`src/rtl/snk_bg_pixel_shifter.sv`:
```
// snk_bg_pixel_shifter: two-bank 4-bitplane background tile serialiser with VDG blanking.
// Optional SNK_ATTR_HFLIP_EN: top rom_attr bit is a per-tile h-flip, stripped from pix_out.
module snk_bg_pixel_shifter #(
  parameter int ATTR_W = 4,
  parameter int PLANES = 4
) (
  input  logic                     clk,
  input  logic                     Reset_n,
  input  logic                     Cen,
  input  logic                     PLOAD_RSHIFTn,
  input  logic                     RL_Sel,
  input  logic                     AB_Sel,
  input  logic                     VDG,
  input  logic [31:0]              rom_data,
`ifdef SNK_ATTR_HFLIP_EN
  input  logic [ATTR_W:0]          rom_attr,
`else
  input  logic [ATTR_W-1:0]        rom_attr,
`endif
  input  logic                     LD_A,
  input  logic                     LD_B,
  output logic [ATTR_W+PLANES-1:0] pix_out,
  output logic                     pix_opaque,
  output logic                     underrun
);
`ifdef SNK_ATTR_HFLIP_EN
  localparam int AW = ATTR_W + 1;
`else
  localparam int AW = ATTR_W;
`endif
  logic [PLANES-1:0][7:0] bank_a, bank_b, pl, pl_nxt, sel_d;
  logic [AW-1:0]          attr_a, attr_b, sel_a;
  logic [ATTR_W-1:0]      attr_q;
  logic [PLANES-1:0]      colour;
  logic [3:0]             cnt;
  logic                   dir_q, flip;
  assign sel_d = AB_Sel ? bank_b : bank_a;
  assign sel_a = AB_Sel ? attr_b : attr_a;
`ifdef SNK_ATTR_HFLIP_EN
  assign flip = sel_a[ATTR_W];
`else
  assign flip = 1'b0;
`endif
  always_comb begin
    colour = '0;
    pl_nxt = '0;
    for (int i = 0; i < PLANES; i++) begin
      colour[i] = dir_q ? pl[i][7] : pl[i][0];
      pl_nxt[i] = dir_q ? {pl[i][6:0], 1'b0} : {1'b0, pl[i][7:1]};
    end
  end
  // bank capture ignores Cen so the ROM fetch can land on any clock
  always_ff @(posedge clk or negedge Reset_n) begin
    if (!Reset_n) begin
      bank_a <= '0;
      bank_b <= '0;
      attr_a <= '0;
      attr_b <= '0;
    end else begin
      if (LD_A) begin
        bank_a <= rom_data;
        attr_a <= rom_attr;
      end
      if (LD_B) begin
        bank_b <= rom_data;
        attr_b <= rom_attr;
      end
    end
  end
  always_ff @(posedge clk or negedge Reset_n) begin
    if (!Reset_n) begin
      pl         <= '0;
      attr_q     <= '0;
      dir_q      <= 1'b0;
      cnt        <= '0;
      pix_out    <= '0;
      pix_opaque <= 1'b0;
      underrun   <= 1'b0;
    end else if (Cen) begin
      pix_out    <= VDG ? {attr_q, colour} : '0;
      pix_opaque <= VDG & (|colour);
      if (!PLOAD_RSHIFTn) begin
        pl       <= sel_d;
        attr_q   <= sel_a[ATTR_W-1:0];
        dir_q    <= RL_Sel ^ flip;
        cnt      <= 4'd8;
        underrun <= 1'b0;
      end else begin
        pl       <= pl_nxt;
        cnt      <= (cnt == 4'd0) ? 4'd0 : cnt - 4'd1;
        underrun <= underrun | (cnt == 4'd0);
      end
    end
  end
endmodule

```
`config.mk`:
```
export PLATFORM = sky130hd
export DESIGN_NAME = snk_bg_pixel_shifter
export DESIGN_NICKNAME = d
export VERILOG_FILES = /design/src/rtl/snk_bg_pixel_shifter.sv
export SDC_FILE = /design/constraint.sdc
export NUM_CORES = 1
export LEC_CHECK = 0
export ABC_AREA = 1
export CAP_MARGIN = 40
export CORE_ASPECT_RATIO = 0.5
export CORE_MARGIN = 2
export CORE_UTILIZATION = 35
export DETAILED_ROUTE_END_ITERATION = 6
export PLACE_DENSITY = 0.5
export SYNTH_ARGS = -nofsm -noshare
export SYNTH_HDL_FRONTEND = slang
export SYNTH_SLANG_ARGS = --single-unit
export TNS_END_PERCENT = 20
```
`constraint.sdc`:
```
create_clock -name clk -period 1.4 [get_ports clk]
set_input_delay 0.21 -clock clk [delete_from_list [all_inputs] [get_ports clk]]
set_output_delay 0.21 -clock clk [all_outputs]
set_load 0.005 [all_outputs]
```
==> metrics.md <==
| Metric | Value |
|---|---|
| Setup crit start kind | `register` |
| Total die area | `16910 um^2` |
| Worst-Skew Late Latency | `0.40 ns` |
| CP peak stage delay | `about 0.38 ns` |
| Area grow syn2layout | `29.52%` |
| Initial Util | `35.85%` |
| Number of port buffers | `54` |
| Reg2reg path depth | `7` |
| Post-synthesis register bit count | `123` |
| Placeable Area | `15450 um^2` |
| Diode count | `0` |
| Finish-stage setup viols | `0` |
| Post-route DRC violation count | `0` |
| Chip Height | `92.97 um` |
| Post-synth EDFFs | `0` |
| Detail Route Antenna Nets | `0` |
| RSZ-0062 raised after global routing | `false` |
| Synth area leader | `dfrtp_1` |
| Fin util | `46.43%` |
| Peak supply drop | `0.8730 mV` |
| Crit Path Class | `reg2reg` |
| Vias in the first global route | `roughly 4300` |
| Fraction of layout cells with a size suffix above 1 | `16.12%` |
| DRT Pass-1 Iters | `5` |
| Vias/cell | `4.765` |
| Clock-pin transition on the worst setup and hold timing paths | `0.06 ns` |
| Hold crit path type | `in2reg` |
| Seq/Total Area, Yosys | `a little under three fifths` |
| Crit end category | `register` |
| Post-synth top area share | `a little under three fifths` |
| First-pass GRT wire length | `about 22 mm` |
| Worst path buffer plus inverter count | `1` |
| Status | `finished, final reports clean` |
| TritonCTS clock tree | `yes` |
| First DRT Iteration DRCs | `roughly 270` |
| Largest net degree at the start of global routing | `60` |
| Syn Inst Count | `621` |
| Hold Crit Start | `LD_B` |
| Setup ws final | `0.1276 ns` |
| Top cells by area, synth | `dfrtp_1 (56%), nand2_1 (13%), mux2_2 (6.9%)` |
| Vias | `4341` |
| Least-Margin Pin Slew | `0.3758 ns` |
| Synthesized area per cell | `8.922 um^2` |
| Max Cap Viol | `0` |
| Asr flop ratio synth | `100.0%` |
| Crit path max fanout | `5` |
| HPWL after detailed placement | `8.769 mm` |
| Period Utilization, post-route | `about nine tenths` |
| Routed WL per cell | `14.33 um` |
| Setup WS pre-CTS | `-0.1824 ns` |
| Crit-path cells | `inv_1, ha_1, nand2_1, nor2_1, nand2_1, nand2_1, a21oi_1` |
| Top Ports | `55` |
| FMAX | `just under 800 MHz` |
| Rel. slew slack | `74.95%` |
| Fin nets | `742` |
| Global route overflow | `0` |
| Final Max Tran Viols | `0` |
| Tmin final | `1.272 ns` |
| Pwr/cell area | `1396 nW/um^2` |
| Initial antenna violation count | `0` |
| Clock sinks | `123` |
| Most common cell on crit path | `nand2_1` |
| CTS Buf Count | `17` |
| Worst-case clock skew | `0.008321 ns` |
| Hold Fails Final Rpt | `0` |
| Root Buffer | `clkbuf_16` |
| FILL cells | `1495` |
| R2r setup slk | `0.13 ns` |
| CP delay by family, top | `simple AND/OR/NAND/NOR gates` |
| Leakage power | `roughly 0.0034 uW` |
| WP data required | `1.69 ns` |
| Yosys warnings | `0` |
| Die width | `181.9 um` |
| Hold Path Depth | `3` |
| FF-to-FF End | `cnt[1]$_DFFE_PN0P_` |
| Worst reg2reg startpoint | `cnt[0]$_DFFE_PN0P_` |
| Gpl congestion | `~0.76` |
| Tot Pwr | `10020 uW` |
| Row cnt | `32` |
| Syn_nets | `about 670` |
| Final hold slack | `around 0.24 ns` |
| Hold Path End | `attr_b[0]$_DFFE_PN0P_` |
| Gr usage total | `between 10% and 20%` |
| Count of unique library cells instantiated by Yosys | `22` |
| Detailed Route WL | `13.06 mm` |
| Post-Syn Area | `5540 um^2` |
| Leading register cell type out of synthesis | `dfrtp_1` |
| Slowest CP cell | `dfrtp_1` |
| H-tree levels | `4` |
| Bufs on Longest Clock Path | `2` |
| Worst EP arrival | `1.56 ns` |
-- timing repair --
| action | 4_1_cts | 5_1_grt |
|---|---|---|
| endpoints found under the hold margin | 17 | 0 |
| setup buffers | 2 | 0 |
| resized for setup | 10 | 1 |
| setup endpoints to repair | 10 | 7 |
| pin swaps | 0 | 0 |
| hold buffers | 1 | 0 |
-- registers in the layout, summed over array words and instances (netlist names) --
register / flops
attr_a: 4
attr_b: 4
attr_q: 4
bank_a: 32
bank_b: 32
cnt: 4
dir_q: 1
pix_opaque: 1
pix_out: 8
pl: 32
underrun: 1
-- cell usage after synthesis, types with 2 or more instances --
cell	instances
o21ai_0	62
nand2_1	196
nand3_1	49
dfrtp_1	123
nand4_1	9
ha_1	2
nor2_1	9
a21oi_1	11
o211ai_1	26
inv_1	53
clkbuf_1	18
inv_2	3
buf_1	5
mux2_2	34
buf_2	14
-- final cells by class --
| cell class | count | area, um^2 | area share, % |
|---|---|---|---|
| timing repair buffer | 93 | 968.4 | 13.50 |
| clock inverter | 14 | 148.9 | 2.075 |
| inverter | 56 | 210.2 | 2.929 |
| tap | 204 | 255.2 | 3.557 |
| clock buffer | 17 | 425.4 | 5.929 |
| sequential | 123 | 3079 | 42.91 |
| multi-input combinational | 404 | 2088 | 29.10 |
-- per-stage QoR --
stage / cell area, um^2 / std cells / setup TNS [ns]
3_5_place_dp: 6588 / 877 / -4.699
6_report: 7176 / 911 / 0
3_3_place_gp: 6588 / 877 / -4.250
5_1_grt: 7176 / 911 / 0
4_1_cts: 7174 / 911 / 0
2_1_floorplan: 5540 / 621 / 0
-- where the power goes --
group	leakage, uW	internal [uW]	switching, uW
combinational	0.00163	679	774
sequential	0.00150	4020	273
clock	0.000260	2610	1650
total	0.00339	7320	2700
-- worst max-delay path by stage --
stage                             startpoint            endpoint  cells past startpoint
final                     cnt[0]$_DFFE_PN0P_  cnt[1]$_DFFE_PN0P_                      7
after global routing      cnt[0]$_DFFE_PN0P_  cnt[1]$_DFFE_PN0P_                      7
after CTS                  dir_q$_DFFE_PN0P_   pl[9]$_DFFE_PN0P_                      7
after detailed placement       PLOAD_RSHIFTn   pl[9]$_DFFE_PN0P_                      9
after global placement         PLOAD_RSHIFTn   pl[9]$_DFFE_PN0P_                      9
after floorplan           cnt[0]$_DFFE_PN0P_  cnt[1]$_DFFE_PN0P_                      4
-- worst reg2reg max path, delay by kind of cell (launching register included) --
family,cells,cell delay [ns]
AO/OA/AOI/OAI,1,0.05
adder cells (fa/ha/maj),1,0.17
buffers and inverters,1,0.13
flip-flops,1,0.38
AND/OR/NAND/NOR,4,0.44
-- cells by family (layout without fill, tap and decap cells) --
family / after synthesis / in the layout / synth area share, %
AND/OR/NAND/NOR: 266 / 266 / 19.76
buffers and inverters: 94 / 180 / 6.753
adder cells (fa/ha/maj): 2 / 2 / 0.4516
flip-flops: 123 / 123 / 55.56
XOR/XNOR: 1 / 1 / 0.1581
AO/OA/AOI/OAI: 101 / 101 / 10.41
multiplexers: 34 / 34 / 6.911
-- cell usage in the layout, fill, tap and decap left out, types with 10 or more instances in the layout --
master           Yosys  layout
nand2_1            196     196
buf_4                1      26
clkbuf_16            0      17
buf_12               0      13
a21oi_1             11      11
o211ai_1            26      26
nand3_1             49      49
dlygate4sd2_1        0      10
dfrtp_1            123     122
inv_1               53      53
o21ai_0             62      62
mux2_2              34      34
clkdlybuf4s50_1      0      40
-- per-layer routing --
metal	global-route usage, %	vias up	wire [um]
met3	3.343	2	448
met5	0	-	0
met4	4.032	0	27
met1	25.00	2084	6990
met2	25.29	76	5592
li1	-	2179	-
Power figures use the tool's default switching activity.
